## config.mk

```make
export PLATFORM = sky130hd
export DESIGN_NAME = router_output_fifo
export DESIGN_NICKNAME = d
export VERILOG_FILES = /design/src/rtl/router_pkg.sv /design/src/rtl/router_fifo_ram.sv /design/src/rtl/router_output_fifo.sv
export SDC_FILE = /design/constraint.sdc
export NUM_CORES = 1
export LEC_CHECK = 0
export CORE_ASPECT_RATIO = 1.75
export CORE_MARGIN = 2
export CORE_UTILIZATION = 51
export DETAILED_ROUTE_END_ITERATION = 12
export PLACE_DENSITY = 0.69
export SYNTH_ARGS = -nofsm -noshare
export SYNTH_HDL_FRONTEND = slang
export SYNTH_SLANG_ARGS = --single-unit
```

## constraint.sdc

```tcl
create_clock -name clock -period 3.9 [get_ports clock]
set_clock_uncertainty 0.2 [all_clocks]
set_input_delay 1.17 -clock clock [delete_from_list [all_inputs] [get_ports clock]]
set_output_delay 1.17 -clock clock [all_outputs]
set_load 0.005 [all_outputs]
```

## src/rtl/router_pkg.sv

```systemverilog
// Shared definitions for the router output FIFO slice.
//   DEF_DEPTH / DEF_WIDTH / DEF_ADDR_W : default FIFO geometry
//   HDR_FLAG_BIT                       : bit position of the header flag in a stored entry
//   LEN_MSB / LEN_LSB                  : payload-length field inside a header byte
//   REM_W                              : width of the read-side remaining-bytes counter
//   entry_t                            : one stored FIFO entry {hdr_flag, byte}
package router_pkg;

    localparam int DEF_DEPTH    = 16;
    localparam int DEF_WIDTH    = 8;
    localparam int DEF_ADDR_W   = 4;
    localparam int HDR_FLAG_BIT = DEF_WIDTH;
    localparam int LEN_MSB      = 7;
    localparam int LEN_LSB      = 2;
    // 6-bit length plus the parity byte can reach 64, so one extra bit is needed.
    localparam int REM_W        = LEN_MSB - LEN_LSB + 2;

    typedef struct packed {
        logic                 hdr_flag;
        logic [DEF_WIDTH-1:0] data;
    } entry_t;

endpackage

```

## src/rtl/router_fifo_ram.sv

```systemverilog
// Storage array for the router output FIFO.
//   clock    : rising-edge clock
//   reset    : synchronous active-high, clears the read register
//   clear    : synchronous flush, forces the read register to zero
//   wr_en    : write wr_data into wr_addr this edge
//   wr_addr  : write address
//   wr_data  : entry {hdr_flag, byte}
//   rd_en    : load the read register from rd_addr this edge
//   rd_addr  : read address
//   rd_data  : registered read data; holds when rd_en is low
module router_fifo_ram
    import router_pkg::*;
#(
    parameter int DEPTH  = DEF_DEPTH,
    parameter int WIDTH  = DEF_WIDTH,
    parameter int ADDR_W = DEF_ADDR_W
) (
    input  logic              clock,
    input  logic              reset,
    input  logic              clear,
    input  logic              wr_en,
    input  logic [ADDR_W-1:0] wr_addr,
    input  logic [WIDTH:0]    wr_data,
    input  logic              rd_en,
    input  logic [ADDR_W-1:0] rd_addr,
    output logic [WIDTH:0]    rd_data
);

    logic [WIDTH:0] mem_q [DEPTH];
    logic [WIDTH:0] rd_data_q;
    logic [WIDTH:0] rd_data_d;

    // The array itself is never reset; occupancy is tracked by the owner.
    always_ff @(posedge clock) begin
        if (wr_en) begin
            mem_q[wr_addr] <= wr_data;
        end
    end

    always_comb begin
        rd_data_d = rd_data_q;
        if (clear) begin
            rd_data_d = '0;
        end else if (rd_en) begin
            rd_data_d = mem_q[rd_addr];
        end
    end

    always_ff @(posedge clock) begin
        if (reset) begin
            rd_data_q <= '0;
        end else begin
            rd_data_q <= rd_data_d;
        end
    end

    assign rd_data = rd_data_q;

endmodule

```

## src/rtl/router_output_fifo.sv

```systemverilog
// Per-destination output buffer of the 1x3 router.
// Stores header/payload/parity bytes tagged with a header flag, and tracks
// packet length on the read side so the last (parity) byte is flagged.
//   clock, reset          : rising-edge clock, synchronous active-high full clear
//   soft_reset            : synchronous flush of contents; overflow is kept
//   write_enb, lfd_state  : push data_in; lfd_state marks it as a header byte
//   data_in               : byte from the register stage
//   read_enb              : pop one entry
//   data_out, valid_out   : popped byte, valid one cycle after the accepted pop
//   pkt_done              : asserted with the last byte of a packet on data_out
//   full, empty, count    : occupancy status
//   overflow              : sticky, write attempted while full; cleared by reset only
//
// Handshake: a write is accepted when write_enb is high and the FIFO is not
// full, or a read is accepted in the same cycle; a read is accepted when
// read_enb is high and the FIFO is not empty. There is no bypass, so a write
// into an empty FIFO cannot be read in the same cycle. valid_out is a
// one-cycle pulse per accepted read with no back-pressure on the output.
module router_output_fifo
    import router_pkg::*;
#(
    parameter int DEPTH  = DEF_DEPTH,
    parameter int WIDTH  = DEF_WIDTH,
    parameter int ADDR_W = DEF_ADDR_W
) (
    input  logic              clock,
    input  logic              reset,
    input  logic              soft_reset,
    input  logic              write_enb,
    input  logic              lfd_state,
    input  logic [WIDTH-1:0]  data_in,
    input  logic              read_enb,
    output logic [WIDTH-1:0]  data_out,
    output logic              valid_out,
    output logic              pkt_done,
    output logic              full,
    output logic              empty,
    output logic [ADDR_W:0]   count,
    output logic              overflow
);

    logic [ADDR_W-1:0] wr_ptr_q, wr_ptr_d;
    logic [ADDR_W-1:0] rd_ptr_q, rd_ptr_d;
    logic [ADDR_W:0]   count_q, count_d;
    logic [REM_W-1:0]  remaining_q, remaining_d;
    logic              valid_out_q, valid_out_d;
    logic              overflow_q, overflow_d;

    logic              wr_acc;
    logic              rd_acc;
    logic [WIDTH:0]    rd_data;

    assign full   = (count_q == (ADDR_W+1)'(DEPTH));
    assign empty  = (count_q == '0);
    assign rd_acc = read_enb && !empty;
    assign wr_acc = write_enb && (!full || rd_acc);

    router_fifo_ram #(
        .DEPTH  (DEPTH),
        .WIDTH  (WIDTH),
        .ADDR_W (ADDR_W)
    ) u_ram (
        .clock   (clock),
        .reset   (reset),
        .clear   (soft_reset),
        .wr_en   (wr_acc && !soft_reset),
        .wr_addr (wr_ptr_q),
        .wr_data ({lfd_state, data_in}),
        .rd_en   (rd_acc && !soft_reset),
        .rd_addr (rd_ptr_q),
        .rd_data (rd_data)
    );

    always_comb begin
        wr_ptr_d    = wr_ptr_q;
        rd_ptr_d    = rd_ptr_q;
        count_d     = count_q;
        remaining_d = remaining_q;
        valid_out_d = 1'b0;
        overflow_d  = overflow_q;

        // The length tracker consumes the entry currently presented on the
        // read register, so its update lines up with the byte's valid_out.
        if (valid_out_q) begin
            if (rd_data[WIDTH]) begin
                remaining_d = REM_W'(rd_data[LEN_MSB:LEN_LSB]) + REM_W'(1);
            end else if (remaining_q != '0) begin
                remaining_d = remaining_q - REM_W'(1);
            end
        end

        if (soft_reset) begin
            wr_ptr_d    = '0;
            rd_ptr_d    = '0;
            count_d     = '0;
            remaining_d = '0;
        end else begin
            if (wr_acc) begin
                wr_ptr_d = wr_ptr_q + ADDR_W'(1);
            end
            if (rd_acc) begin
                rd_ptr_d = rd_ptr_q + ADDR_W'(1);
            end
            valid_out_d = rd_acc;
            case ({wr_acc, rd_acc})
                2'b10:   count_d = count_q + (ADDR_W+1)'(1);
                2'b01:   count_d = count_q - (ADDR_W+1)'(1);
                default: count_d = count_q;
            endcase
            if (write_enb && !wr_acc) begin
                overflow_d = 1'b1;
            end
        end
    end

    always_ff @(posedge clock) begin
        if (reset) begin
            wr_ptr_q    <= '0;
            rd_ptr_q    <= '0;
            count_q     <= '0;
            remaining_q <= '0;
            valid_out_q <= 1'b0;
            overflow_q  <= 1'b0;
        end else begin
            wr_ptr_q    <= wr_ptr_d;
            rd_ptr_q    <= rd_ptr_d;
            count_q     <= count_d;
            remaining_q <= remaining_d;
            valid_out_q <= valid_out_d;
            overflow_q  <= overflow_d;
        end
    end

    assign data_out  = rd_data[WIDTH-1:0];
    assign valid_out = valid_out_q;
    assign pkt_done  = valid_out_q && !rd_data[WIDTH] && (remaining_q == REM_W'(1));
    assign count     = count_q;
    assign overflow  = overflow_q;

endmodule
```

==> impl_metrics.csv, run 1 <==
group,metric,value,unit
grt,busiest_layer,"met2",
logic_synthesis,synth_cell_types,42,
logic_synthesis,synth_compound_area_share,6.524,%
logic_synthesis,async_flop_share,0,%
timing,min_period,3.576,ns
timing,slew_viol_final,0,
timing,setup_tns,0,ns
timing,setup_viol,0,
logic_synthesis,synth_mux_area_share,11.78,%
die,die_h,161.3,um
clock_tree,cts_htree_levels,4,
clock_tree,hold_buffers,0,
detailed_routing,routed_wl,14.71,mm
power,powerDensity,462.4,nW/um^2
worst_setup_path,end_kind,"output pin",
die,die_w,93.89,um
power,peakVddDrop,0.0002797,V
status,outcome,"complete, no violations",
die,die-area,15140,um^2
worst_hold_path,hp-class,"reg -> reg",
timing,period_share,91.68,%
layout,num-nets-final,545,
grt,use_met2,37.34,%
layout,area_delta_synth_final,15.65,%
clock_tree,numCtsBuffers,17,
timing,slew_headroom,44.88,%
die,fp.coreArea,13840,um^2
logic_synthesis,synth-simple-area-share,6.628,%
logic_synthesis,synth_area,7211,um^2
logic_synthesis,synth.avg_cell_area,15.02,um^2
placed_design,globalplace.congestion,0.8411,
timing,worstMarginPinSlew,0.8238,ns
logic_synthesis,synth_top_family_by_area,"multiplexers",
logic_synthesis,synth_warnings,0,
layout,diodes,0,
layout,fin_util,60.27,%
worst_hold_path,hp-start,"overflow$_SDFFE_PP0P_",
logic_synthesis,ys_seq_area_share,68.58,%
clock_tree,clk_transition_reported_paths,0.07,ns
worst_setup_path,worstSetupPathType,"reg -> out",
worst_setup_path,r2r_cells,10,
detailed_routing,post_drt_wl_per_cell,20.74,um
logic_synthesis,synth_edf_count,144,
grt,grt_use_met1,22.60,%
grt,grt.total_usage,20.52,%
placed_design,hpwlAfterDp,9.945,mm
clock_tree,numClockSinks,175,
worst_setup_path,worstPathArrival,2.21,ns
clock_tree,cts_setup_buffers,0,
clock_tree,cts_buffer_depth,2,
logic_synthesis,ys_ff_latch,175,
clock_tree,cts-root-buf,"clkbuf_16",
grt,grt_pass1_vias,4158,
timing,rsz0062_at_grt,"false",
worst_setup_path,critPathLaunchType,"flop",
clock_tree,cts_tree,"done",
detailed_routing,ant_nets,0,
placed_design,io_buffers,31,
grt,overflow,0,
timing,fmax,279.7,MHz
die,fp-row-count,57,
logic_synthesis,synthXorXnorAreaFrac,1.458,%
worst_setup_path,worstPathMaxFanout,8,
run,drv_cap,0,
grt,met3_usage,4.757,%
worst_setup_path,critPathLaunch,"count[0]$_SDFFE_PP0P_",
placed_design,dpl_worst_slack,0.3294,ns
logic_synthesis,ys.flop_type,"edfxtp_1",
grt,grt_max_degree,32,
worst_setup_path,cp_slowest_stage_delay,0.75,ns
grt,grt_pass1_wl,22.49,mm
detailed_routing,viasPerCell,5.773,
detailed_routing,first_pass_iters,7,
detailed_routing,dr.first_iter.drc_count,235,
detailed_routing,drc,0,
grt,antenna_found_initial,0,
logic_synthesis,synth_cells,480,
power,leakagePower,2.625,nW
timing,final-hold-violation-count,0,
worst_setup_path,r2r_start,"count[0]$_SDFFE_PP0P_",
worst_setup_path,regToRegEndpoint,"count[4]$_SDFFE_PP0P_",
worst_setup_path,cp_slowest_cell,"or4_1",
worst_hold_path,min_to,"overflow$_SDFFE_PP0P_",
worst_setup_path,ff2ff_setup_slack,0.80,ns
layout,fill_cells,1040,
logic_synthesis,synth_fp_nets,506,
layout,drive_gt1_share,14.29,%
detailed_routing,via_count,4093,
die,ios,32,
worst_setup_path,path_cells,"or4_1 -> nor2_1 -> clkdlybuf4s50_1",
clock_tree,worstSkewPairLatency,0.42,ns
logic_synthesis,synth-adder-area-share,2.186,%
worst_setup_path,cp.required,2.53,ns
worst_hold_path,min_path_cells,2,
timing,layout_setup_ws,0.3245,ns
die,start_util,52.12,%
clock_tree,postCtsResizedCells,0,
routing by layer:
metal	routed length [um]	part of all wire, %	vias to the layer above
li1	-	-	1901
met1	5523	38	2060
met2	8216	56	101
met3	493	3.4	31
met4	474	3.2	0
met5	0	0	-
logic make-up (layout without fill, tap and decap cells):
family,after synthesis,in the layout
xor+xnor,12,12
fa+ha+maj,12,12
mux,62,62
flops,175,175
compound gates,73,73
simple gates,103,103
buf+inv,43,95
final cells by class:
cell class | count | area, um^2 | share of cell area (%)
Inverter | 10 | 37.54 | 0.4501
Timing Repair Buffer | 53 | 488.0 | 5.851
Tap cell | 177 | 221.5 | 2.656
Multi-Input combinational cell | 262 | 2061 | 24.71
Clock inverter | 14 | 156.4 | 1.875
Sequential cell | 175 | 4946 | 59.31
Clock buffer | 18 | 429.2 | 5.146
sequential cells by signal, summed over array words and instances (netlist names):
name	count
wr_ptr_q	4
rd_ptr_q	4
u_ram.rd_data	9
valid_out	1
overflow	1
remaining_q	7
u_ram.mem_q	144
count	5
synthesized netlist by cell type (10+ instances only):
| library cell | instances | area [um^2] |
|---|---|---|
| mux2i_1 | 43 | 430.4 |
| clkbuf_1 | 13 | 48.80 |
| a21oi_1 | 16 | 80.08 |
| inv_1 | 10 | 37.54 |
| o22ai_1 | 18 | 112.6 |
| a22oi_1 | 10 | 75.07 |
| edfxtp_1 | 144 | 4324 |
| dfxtp_1 | 31 | 620.6 |
| nor3_1 | 17 | 85.08 |
| nand2_1 | 16 | 60.06 |
| o21ai_0 | 17 | 85.08 |
| nor2_1 | 41 | 153.9 |
| ha_1 | 11 | 137.6 |
| mux4_2 | 18 | 405.4 |
power breakdown:
group	internal (mW)	switching, mW	leakage (nW)	total [mW]
Sequential	2.03	0.0103	1.55	2.04
Clock	0.953	0.712	0.276	1.66
Combinational	0.0612	0.0872	0.801	0.148
Total	3.05	0.809	2.62	3.86
how the worst max path moves through the flow:
stage	to	slack, ns	cells after the start
final	empty	0.32	3
after global routing	empty	0.24	3
after CTS	empty	0.30	3
after floorplan	u_ram.mem_q[3][0]$_DFFE_PP_	0.91	5
after detailed placement	count[4]$_SDFFE_PP0P_	0.33	9
after global placement	count[4]$_SDFFE_PP0P_	0.38	9
metrics by stage:
step | hold WS [ns] | power [mW] | cell area, um^2 | instances
6_report | 0.2844 | 3.856 | 8339 | 709
3_3_place_gp | 0.2759 | 2.228 | 7754 | 677
5_1_grt | 0.3217 | 3.966 | 8339 | 709
4_1_cts | 0.2947 | 3.883 | 8339 | 709
3_5_place_dp | 0.2659 | 2.233 | 7754 | 677
2_1_floorplan | 0.2552 | 2.162 | 7211 | 480
cell usage in the layout, fill, tap and decap left out, types with 3 or more instances in the layout:
master	count
a21oi_1	16
a22oi_1	10
buf_4	21
clkbuf_16	17
clkdlybuf4s50_1	31
clkinv_4	4
clkinvlp_4	3
dfxtp_1	30
edfxtp_1	144
ha_1	11
inv_1	10
inv_6	4
mux2i_1	43
mux4_2	18
nand2_1	16
nand2b_1	7
nand3_1	8
nand4_1	3
nor2_1	41
nor3_1	17
o21ai_0	17
o22ai_1	18
xnor2_1	9
xor2_1	3
worst max-delay path: cells and delay by family, from the launching register on:
family        cells  cell delay, ns
simple gates      2            0.91
flops             1            0.36
buf+inv           1            0.51
No activity file was read; power rests on OpenSTA's default activity.
==> run 2, diff against run 1 <==
--- a/config.mk
+++ b/config.mk
@@ -5,6 +5,7 @@
 export SDC_FILE = /design/constraint.sdc
 export NUM_CORES = 1
 export LEC_CHECK = 0
+export CAP_MARGIN = 20
 export CORE_ASPECT_RATIO = 1.75
 export CORE_MARGIN = 2
 export CORE_UTILIZATION = 51
==> results of run 2 <==
No change in the layout: final DEF, timing and power equal those of run 1.
